File: config.mk
export PLATFORM = sky130hd
export DESIGN_NAME = time_display_scanner
export DESIGN_NICKNAME = d
export VERILOG_FILES = /design/src/rtl/time_display_scanner_pkg.sv /design/src/rtl/time_display_scanner_seven_seg.sv /design/src/rtl/time_display_scanner.sv
export SDC_FILE = /design/constraint.sdc
export NUM_CORES = 1
export LEC_CHECK = 0
export CAP_MARGIN = 20
export CORE_ASPECT_RATIO = 1.4
export CORE_MARGIN = 4
export CORE_UTILIZATION = 45
export DETAILED_ROUTE_END_ITERATION = 8
export GPL_TIMING_DRIVEN = 0
export PLACE_DENSITY = 0.67
export SLEW_MARGIN = 25
export SYNTH_ARGS = -nofsm -noshare
export SYNTH_HDL_FRONTEND = slang
export SYNTH_SLANG_ARGS = --single-unit
export TNS_END_PERCENT = 10
File: constraint.sdc
create_clock -name clockSignal -period 3.73 [get_ports clockSignal]
set_clock_uncertainty 0.1 [all_clocks]
set_input_delay 0.746 -clock clockSignal [delete_from_list [all_inputs] [get_ports clockSignal]]
set_output_delay 0.746 -clock clockSignal [all_outputs]
set_load 0.005 [all_outputs]
File: src/rtl/time_display_scanner_pkg.sv
// Shared types and constants for the multiplexed time display scanner.
package time_display_scanner_pkg;

   typedef enum logic [1:0] {
      LATCH   = 2'd0,
      CONVERT = 2'd1,
      SCAN    = 2'd2
   } state_t;

   localparam int unsigned NUM_DIGITS = 8;
   localparam logic [6:0]  SEG_BLANK  = 7'h7F;

   // Active-low segment patterns, bit0 = a ... bit6 = g
   localparam logic [6:0] SEG_0 = 7'h40;
   localparam logic [6:0] SEG_1 = 7'h79;
   localparam logic [6:0] SEG_2 = 7'h24;
   localparam logic [6:0] SEG_3 = 7'h30;
   localparam logic [6:0] SEG_4 = 7'h19;
   localparam logic [6:0] SEG_5 = 7'h12;
   localparam logic [6:0] SEG_6 = 7'h02;
   localparam logic [6:0] SEG_7 = 7'h78;
   localparam logic [6:0] SEG_8 = 7'h00;
   localparam logic [6:0] SEG_9 = 7'h10;

   typedef struct packed {
      logic [4:0] hours;
      logic [5:0] minutes;
      logic [5:0] seconds;
      logic [6:0] hundredths;
      logic       ring;
   } snapshot_t;

   // Binary field to {tens, ones} BCD, saturating at 99
   function automatic logic [7:0] to_bcd(input logic [6:0] value);
      logic [6:0] v;
      v = (value > 7'd99) ? 7'd99 : value;
      return {4'(v / 7'd10), 4'(v % 7'd10)};
   endfunction

endpackage

File: src/rtl/time_display_scanner_seven_seg.sv
// Combinational BCD to active-low seven-segment decoder with blanking.
module seven_seg_encoder
   import time_display_scanner_pkg::*;
(
   input  logic [3:0] bcd,
   input  logic       blank,
   output logic [6:0] segments
);

   always_comb begin
      segments = SEG_BLANK;
      if (!blank) begin
         case (bcd)
            4'd0:    segments = SEG_0;
            4'd1:    segments = SEG_1;
            4'd2:    segments = SEG_2;
            4'd3:    segments = SEG_3;
            4'd4:    segments = SEG_4;
            4'd5:    segments = SEG_5;
            4'd6:    segments = SEG_6;
            4'd7:    segments = SEG_7;
            4'd8:    segments = SEG_8;
            4'd9:    segments = SEG_9;
            default: segments = SEG_BLANK;
         endcase
      end
   end

endmodule

File: src/rtl/time_display_scanner.sv
// Eight-digit multiplexed time display: latch inputs, convert to BCD, scan digits.
// Outputs are registered from the current state, so they trail the state by one cycle.
module time_display_scanner
   import time_display_scanner_pkg::*;
#(
   parameter int unsigned SCAN_DIVIDE  = 1000,
   parameter int unsigned BLINK_FRAMES = 32
) (
   input  logic       clockSignal,
   input  logic       reset,
   input  logic [4:0] timeInHoursDisplay,
   input  logic [5:0] timeInMinutesDisplay,
   input  logic [5:0] timeInSeconds,
   input  logic [6:0] millisecondsDisplay,
   input  logic       ringSound,
   output logic [7:0] anodeSelect,
   output logic [6:0] segments,
   output logic       decimalPoint,
   output logic       frameStart
);

   localparam int unsigned SCAN_W  = (SCAN_DIVIDE > 1) ? $clog2(SCAN_DIVIDE) : 1;
   localparam int unsigned FRAME_W = $clog2(2 * BLINK_FRAMES);
   localparam int unsigned IDX_W   = $clog2(NUM_DIGITS);

   state_t                         state;
   snapshot_t                      snap;
   logic [NUM_DIGITS-1:0][3:0]     digits;
   logic [1:0]                     conv_cnt;
   logic [SCAN_W-1:0]              scan_cnt;
   logic [IDX_W-1:0]               digit_idx;
   logic [FRAME_W-1:0]             frame_cnt;

   logic [3:0] cur_digit;
   logic       cur_blank;
   logic       lit;
   logic       dp_digit;
   logic [6:0] enc_seg;

   assign cur_digit = digits[digit_idx];
   // Leading zero of the hours field is suppressed
   assign cur_blank = (digit_idx == IDX_W'(NUM_DIGITS - 1)) && (cur_digit == 4'd0);
   assign lit       = (scan_cnt != '0) &&
                      !(snap.ring && (frame_cnt >= FRAME_W'(BLINK_FRAMES)));
   assign dp_digit  = (digit_idx == IDX_W'(2)) || (digit_idx == IDX_W'(4)) ||
                      (digit_idx == IDX_W'(6));

   seven_seg_encoder u_enc (
      .bcd      (cur_digit),
      .blank    (cur_blank),
      .segments (enc_seg)
   );

   always_ff @(posedge clockSignal) begin
      if (reset) begin
         state        <= LATCH;
         snap         <= '0;
         digits       <= '0;
         conv_cnt     <= '0;
         scan_cnt     <= '0;
         digit_idx    <= '0;
         frame_cnt    <= '0;
         anodeSelect  <= 8'hFF;
         segments     <= SEG_BLANK;
         decimalPoint <= 1'b1;
         frameStart   <= 1'b0;
      end else begin
         anodeSelect  <= 8'hFF;
         segments     <= SEG_BLANK;
         decimalPoint <= 1'b1;
         frameStart   <= 1'b0;
         case (state)
            LATCH: begin
               snap.hours      <= timeInHoursDisplay;
               snap.minutes    <= timeInMinutesDisplay;
               snap.seconds    <= timeInSeconds;
               snap.hundredths <= millisecondsDisplay;
               snap.ring       <= ringSound;
               frameStart      <= 1'b1;
               conv_cnt        <= '0;
               state           <= CONVERT;
            end
            CONVERT: begin
               case (conv_cnt)
                  2'd0:    digits[1:0] <= to_bcd(snap.hundredths);
                  2'd1:    digits[3:2] <= to_bcd(7'(snap.seconds));
                  2'd2:    digits[5:4] <= to_bcd(7'(snap.minutes));
                  default: digits[7:6] <= to_bcd(7'(snap.hours));
               endcase
               if (conv_cnt == 2'd3) begin
                  scan_cnt  <= '0;
                  digit_idx <= '0;
                  state     <= SCAN;
               end else begin
                  conv_cnt <= conv_cnt + 2'd1;
               end
            end
            SCAN: begin
               // First cycle of each slot stays dark to avoid ghosting
               if (lit) begin
                  anodeSelect  <= ~(8'h01 << digit_idx);
                  segments     <= enc_seg;
                  decimalPoint <= !dp_digit;
               end
               if (scan_cnt == SCAN_W'(SCAN_DIVIDE - 1)) begin
                  scan_cnt <= '0;
                  if (digit_idx == IDX_W'(NUM_DIGITS - 1)) begin
                     state     <= LATCH;
                     frame_cnt <= (frame_cnt == FRAME_W'(2 * BLINK_FRAMES - 1)) ?
                                  '0 : frame_cnt + FRAME_W'(1);
                  end else begin
                     digit_idx <= digit_idx + IDX_W'(1);
                  end
               end else begin
                  scan_cnt <= scan_cnt + SCAN_W'(1);
               end
            end
            default: state <= LATCH;
         endcase
      end
   end

endmodule

---- Yosys cells after proc, flatten, opt, wreduce, memory -nomap -nowiden ----
Memory sizes are Yosys's and may differ from the RTL's. A register that Yosys moved wholly into a read port is not among the register bits.
Index checks and enable logic that the tools add are counted.
cells by class
  $add $sub $neg .......................... 4
  div/mod/pow operators ................... 8
  order comparisons ....................... 5
  equality and inequality tests ........... 16
  shifts and indexed selects .............. 1
  mux-type cells .......................... 20
  bitwise logic cells ..................... 4
  reduce and logical (&&, ||, !) cells .... 25
operator list
  kind                                                  number
  divider 7 x 4 -> 7 bit, second input constant         3
  remainder unit 7 x 4 -> 7 bit, second input constant  3
  two-way mux 7 bit                                     3
  two-way mux 10 bit                                    2
  one-hot mux 10 bit (2 select lines)                   1
  > comparator 6 x 7 -> 1 bit, second input constant    2
  binary-select mux 4 bit (select 3 bit)                1
  AND reduction 2 bit                                   6
  adder 10 x 1 -> 10 bit, second input constant         1
  equality test 10 bit, second input constant           1
  != test 2 bit, second input constant                  5
  nonzero test 10 bit                                   1
  equality test 3 bit, second input constant            3
  two-way mux 3 bit                                     3
  two-way mux 2 bit                                     4
  NOT 8 bit                                             1
  << shifter 1 x 3 -> 8 bit, first input constant       1
  divider 5 x 4 -> 7 bit, second input constant         1
  > comparator 7 bit, second input constant             1
  remainder unit 5 x 4 -> 7 bit, second input constant  1
  adder 6 x 1 -> 6 bit, second input constant           1
  equality test 2 bit, second input constant            3
  equality test 6 bit, second input constant            1
  >= comparator 6 bit, second input constant            1
  other kinds (22)                                      33
word-level totals
  register bits after elaboration ......... 90
  bits in read-only memories .............. 112
  bits of input ports ..................... 27
  output and inout port bits .............. 17
  logic and storage cells ................. 105
  memories kept ........................... 1
memories
  memory           words  bits a word  read ports  clocked after memory_dff  wr ports  RTL line                              text
  (no name shown)  16     7            1           1                         0         time_display_scanner_seven_seg.sv:13  case (bcd)

---- Longest topological paths before layout ----
  depth in word-level cells ............... 6
  gate-level depth with buffers ........... 19
  depth with buffers taken out ............ 19

---- By module ----
Synthesis repeated with hierarchy kept, for this count alone.
unflattened totals
  cells, all modules ...................... 623
  area, all modules ....................... 5177.5 um^2
modules (own cells, without submodules)
  module                times used  cells an instance  area an instance (um^2)  sequential area each (um^2)
  time_display_scanner  1           590                4941.0                   1861.8
  seven_seg_encoder     1           33                 236.5                    0.0

---- Worst setup path after synthesis ----
No wires, ideal clock.
  path kind ............................... register to register
  from .................................... reg snap[7] in the netlist's numbering
  to ...................................... reg digits[1] in the netlist's numbering
  library setup time ...................... 0.131 ns
  data arrival time ....................... 3.319 ns
  required time ........................... 3.499 ns
  path slack .............................. 0.180 ns
  stages on the path, launching flop included .. 20
  buffers on the path ..................... 0
  period minus slack after synthesis ...... 3.550 ns
  cell sequence ........................... dfxtp_1 > nand2_2 > and2_2 > ha_1 > or2_1 > and2_1 > o21ai_0 > ha_1 > or4_1 > o221ai_1 > a21oi_2 > nand2_1 > nand3_1 > inv_1 > ha_1 > nand2_1 > nor4_1 > or2_2 > a31oi_1 > o311ai_1
on the way
  word-level cells in the longest chain between the ends .. 3
ends and longest elaborated chain
  item                             RTL line                        text
  start: declaration               time_display_scanner.sv:27      snapshot_t snap;
  > comparator 7 bit               time_display_scanner_pkg.sv:36  v = (value > 7'd99) ? 7'd99 : value;
  two-way mux 7 bit *              time_display_scanner_pkg.sv:36
  remainder unit 7 x 4 -> 7 bit *  time_display_scanner_pkg.sv:37  return {4'(v / 7'd10), 4'(v % 7'd10)};
  end: declaration                 time_display_scanner.sv:28      logic [NUM_DIGITS-1:0][3:0] digits;
Every way passes the cells marked *; elsewhere a longest branch is shown, timed or not.
A chain may end at the register's enable or synchronous reset.

---- Worst setup path after layout ----
  from .................................... reg snap[7] in the netlist's numbering
  to ...................................... reg digits[2] in the netlist's numbering
The elaborated chain is that of the path after synthesis.

==> flow_metrics.py <==
metrics = {
    "hold_path": {
        "holdPathStages": 2,
        "hp-class": "reg -> reg",
    },
    "logic_synthesis": {
        "synth_edf_count": 0,
        "synth_ff_type": "dfxtp_1",
        "yosysWarnings": 0,
        "async_reset_ff_frac": 0,
        "synth_cell_types": 76,
        "synth.top_cells.by_area": "dfxtp_1 (35%), nand2_1 (7.6%), ha_1 (7.1%)",
        "synth_nets": 708,
        "netlist_instances": 651,
        "yosys.area.top_type_share": 0.354,
        "syn_area_um2": 5260,
        "synth-seq-area-share": 0.354,
        "synth_area_leader_cell": "dfxtp_1",
        "synth.avg_cell_area_um2": 8.08,
        "ys_ff_latch": 93,
    },
    "global_route": {
        "grt.overflow.total": 0,
        "grt_pass1_vias": 4454,
        "grt_usage": 0.185,
        "grt_pass1_wl_um": 20500,
        "grt_max_degree": 15,
        "antenna_found_initial": 0,
    },
    "cts": {
        "insertion_delay_ns": 0.35,
        "cts_buffers": 9,
        "clkSlewWorstSetupHoldPaths_ns": 0.06,
        "tritoncts": "yes",
        "clock-sinks": 93,
        "holdBufCountCts": 0,
        "clock_path_buffers": 2,
        "cts_max_level": 3,
        "cts_root_buffer": "clkbuf_16",
    },
    "routing": {
        "dr.pass1.iters": 5,
        "routedWlPerCell_um": 14.8,
        "drtIter0Drc": 261,
        "vias_per_cell": 5.56,
        "remaining_drc_errors": 0,
        "via_count": 4820,
        "wl_um": 12800,
        "ant_nets": 0,
    },
    "worst_setup_path": {
        "startpoint": "snap[7]",
        "path_buf_inv": 4,
        "crit_required_ns": 3.92,
        "reg2reg_depth": 20,
        "slowest_stage": "or3_1",
        "cp-start-kind": "flop",
        "critPathTopFamily": "simple AND/OR/NAND/NOR gates",
        "end_kind": "flop",
        "crit_end": "digits[2]",
        "ff2ff_setup_slack_ns": 0.09,
        "crit_arrival_ns": 3.82,
        "crit_fanout": 5,
        "crit_type": "reg -> reg",
        "r2r-start": "snap[7]",
        "r2r-end": "digits[2]",
        "path_depth": 20,
        "max_stage_delay_ns": 0.39,
        "path_cells": "nand2_4 > and2_4 > ha_4 > or2_4 > and2_4 > o21ai_2 > ha_2 > buf_6 > a221oi_4 > buf_6 > a31o_4 > nand3_2 > nand3_2 > inv_2 > ha_4 > inv_4 > a2111oi_4 > a311oi_4 > or3_1 > nand3_1",
    },
    "timing": {
        "maxSlewViolCount": 0,
        "period_minus_slack_ns": 3.64,
        "slew_headroom": 0.459,
        "period_share": 0.975,
        "tightest_slew_ns": 0.810,
        "clock.fmax_mhz": 275,
        "hold_slack_ns": 0.358,
        "fin_ws_ns": 0.0947,
        "hold_viol": 0,
        "setup_viol": 0,
    },
    "place": {
        "dpl.hpwl_um": 9090,
        "pre_cts_ws_ns": -0.331,
        "routabilityCongestion": 0.861,
        "portBuffers": 43,
    },
    "status": {
        "status": "complete, no violations",
    },
    "layout": {
        "area_growth_pct": 23.4,
        "final_common_cell": "nand2_1",
        "antennaDiodeCount": 0,
        "layout.nets": 776,
        "drive_above_1_share": 0.127,
        "fillers": 1057,
        "post-route-util": 0.570,
        "layout_common_cells": "nand2_1 (106), dfxtp_1 (90), nor2_1 (61), a21oi_1 (60), clkdlybuf4s50_1 (43)",
    },
    "pwr": {
        "p_per_area_nw_per_um2": 390,
        "p_leak_nw": 2.48,
        "vdd_drop_max_mv": 0.234,
    },
    "die": {
        "core_area_um2": 11400,
        "die_height_um": 136,
        "initial_core_util": 0.462,
        "ios": 44,
        "rows": 46,
        "die_area_um2": 13500,
        "die_w_um": 99.4,
    },
    "job": {
        "cap_violations": 0,
    },
}
## cell usage after synthesis (7+ instances only)
library cell / count
a211oi_1: 11
a21oi_1: 61
and2_1: 7
clkbuf_1: 28
dfxtp_1: 93
ha_1: 30
inv_1: 34
mux2i_1: 13
nand2_1: 106
nand2b_1: 10
nand3_1: 16
nand4_1: 11
nor2_1: 61
nor3_1: 10
o21ai_0: 20
xnor2_1: 9
xor2_1: 8
## worst min-delay path by stage
stage / startpoint / endpoint
2_1_floorplan: digits[14] / digits[14]
3_3_place_gp: digits[11] / digits[11]
3_5_place_dp: digits[8] / digits[8]
4_1_cts: digits[8] / digits[8]
5_1_grt: digits[16] / digits[16]
6_report: digits[4] / digits[4]
## sequential cells by signal, indices dropped and copies added, names as in the netlist
signal	count
scan_cnt	10
decimalPoint	1
state	2
segments	7
snap	25
frameStart	1
conv_cnt	2
anodeSelect	8
digit_idx	3
digits	28
frame_cnt	6
## what timing repair did
item                       in CTS  in global routing
gates resized for setup        12                 28
setup endpoints to repair       5                  6
pin swaps                       7                 10
cloned                          0                  0
buffers inserted                5                 11
## metal layers
metal	vias to the layer above	wire, um	track usage
met5	-	0	0
met4	0	362	0.0904
met3	31	581	0.0262
met2	132	6530	0.331
met1	2243	5320	0.214
li1	2414	-	-
## cell families after synthesis
logic type / share of synthesized area
compound gates: 0.195
xor+xnor: 0.0283
fa+ha+maj: 0.0733
buf+inv: 0.0516
flops: 0.354
mux: 0.0526
simple gates: 0.246
## area by class of cell
type	instances	area, um2	area share
inverters	35	134	0.0206
well taps	144	180	0.0278
clock buffers	12	256	0.0395
clock inverters	3	68.8	0.0106
flip-flops and latches	93	1870	0.288
plain buffers	32	143	0.0220
multi-input cells	490	3290	0.507
repair buffers	58	551	0.0848
## worst register-to-register path: cells and delay by family, from the launching register on
kind	cells	cell delay, ns
DFF	1	0.37
AOI/OAI and AO/OA	5	0.84
buffers and inverters	4	0.44
adders and majority gates	3	0.53
and+or+nand+nor	8	1.29
## report_power, final
part | total, mW | switching (mW) | leakage [nW] | internal [mW]
clock | 0.992 | 0.371 | 0.159 | 0.621
combinational | 0.486 | 0.267 | 1.56 | 0.219
sequential | 1.05 | 0.0288 | 0.758 | 1.02
## stage by stage
step / instance area, um2 / power, mW / TNS [ns] / cells
6_report: 6490 / 2.53 / 0 / 867
5_1_grt: 6490 / 2.64 / -0.0254 / 867
4_1_cts: 6290 / 2.49 / 0 / 857
3_5_place_dp: 5870 / 1.48 / -1.22 / 838
3_3_place_gp: 5870 / 1.46 / -0.414 / 838
2_1_floorplan: 5260 / 1.37 / 0 / 651
Power figures use the tool's default switching activity.
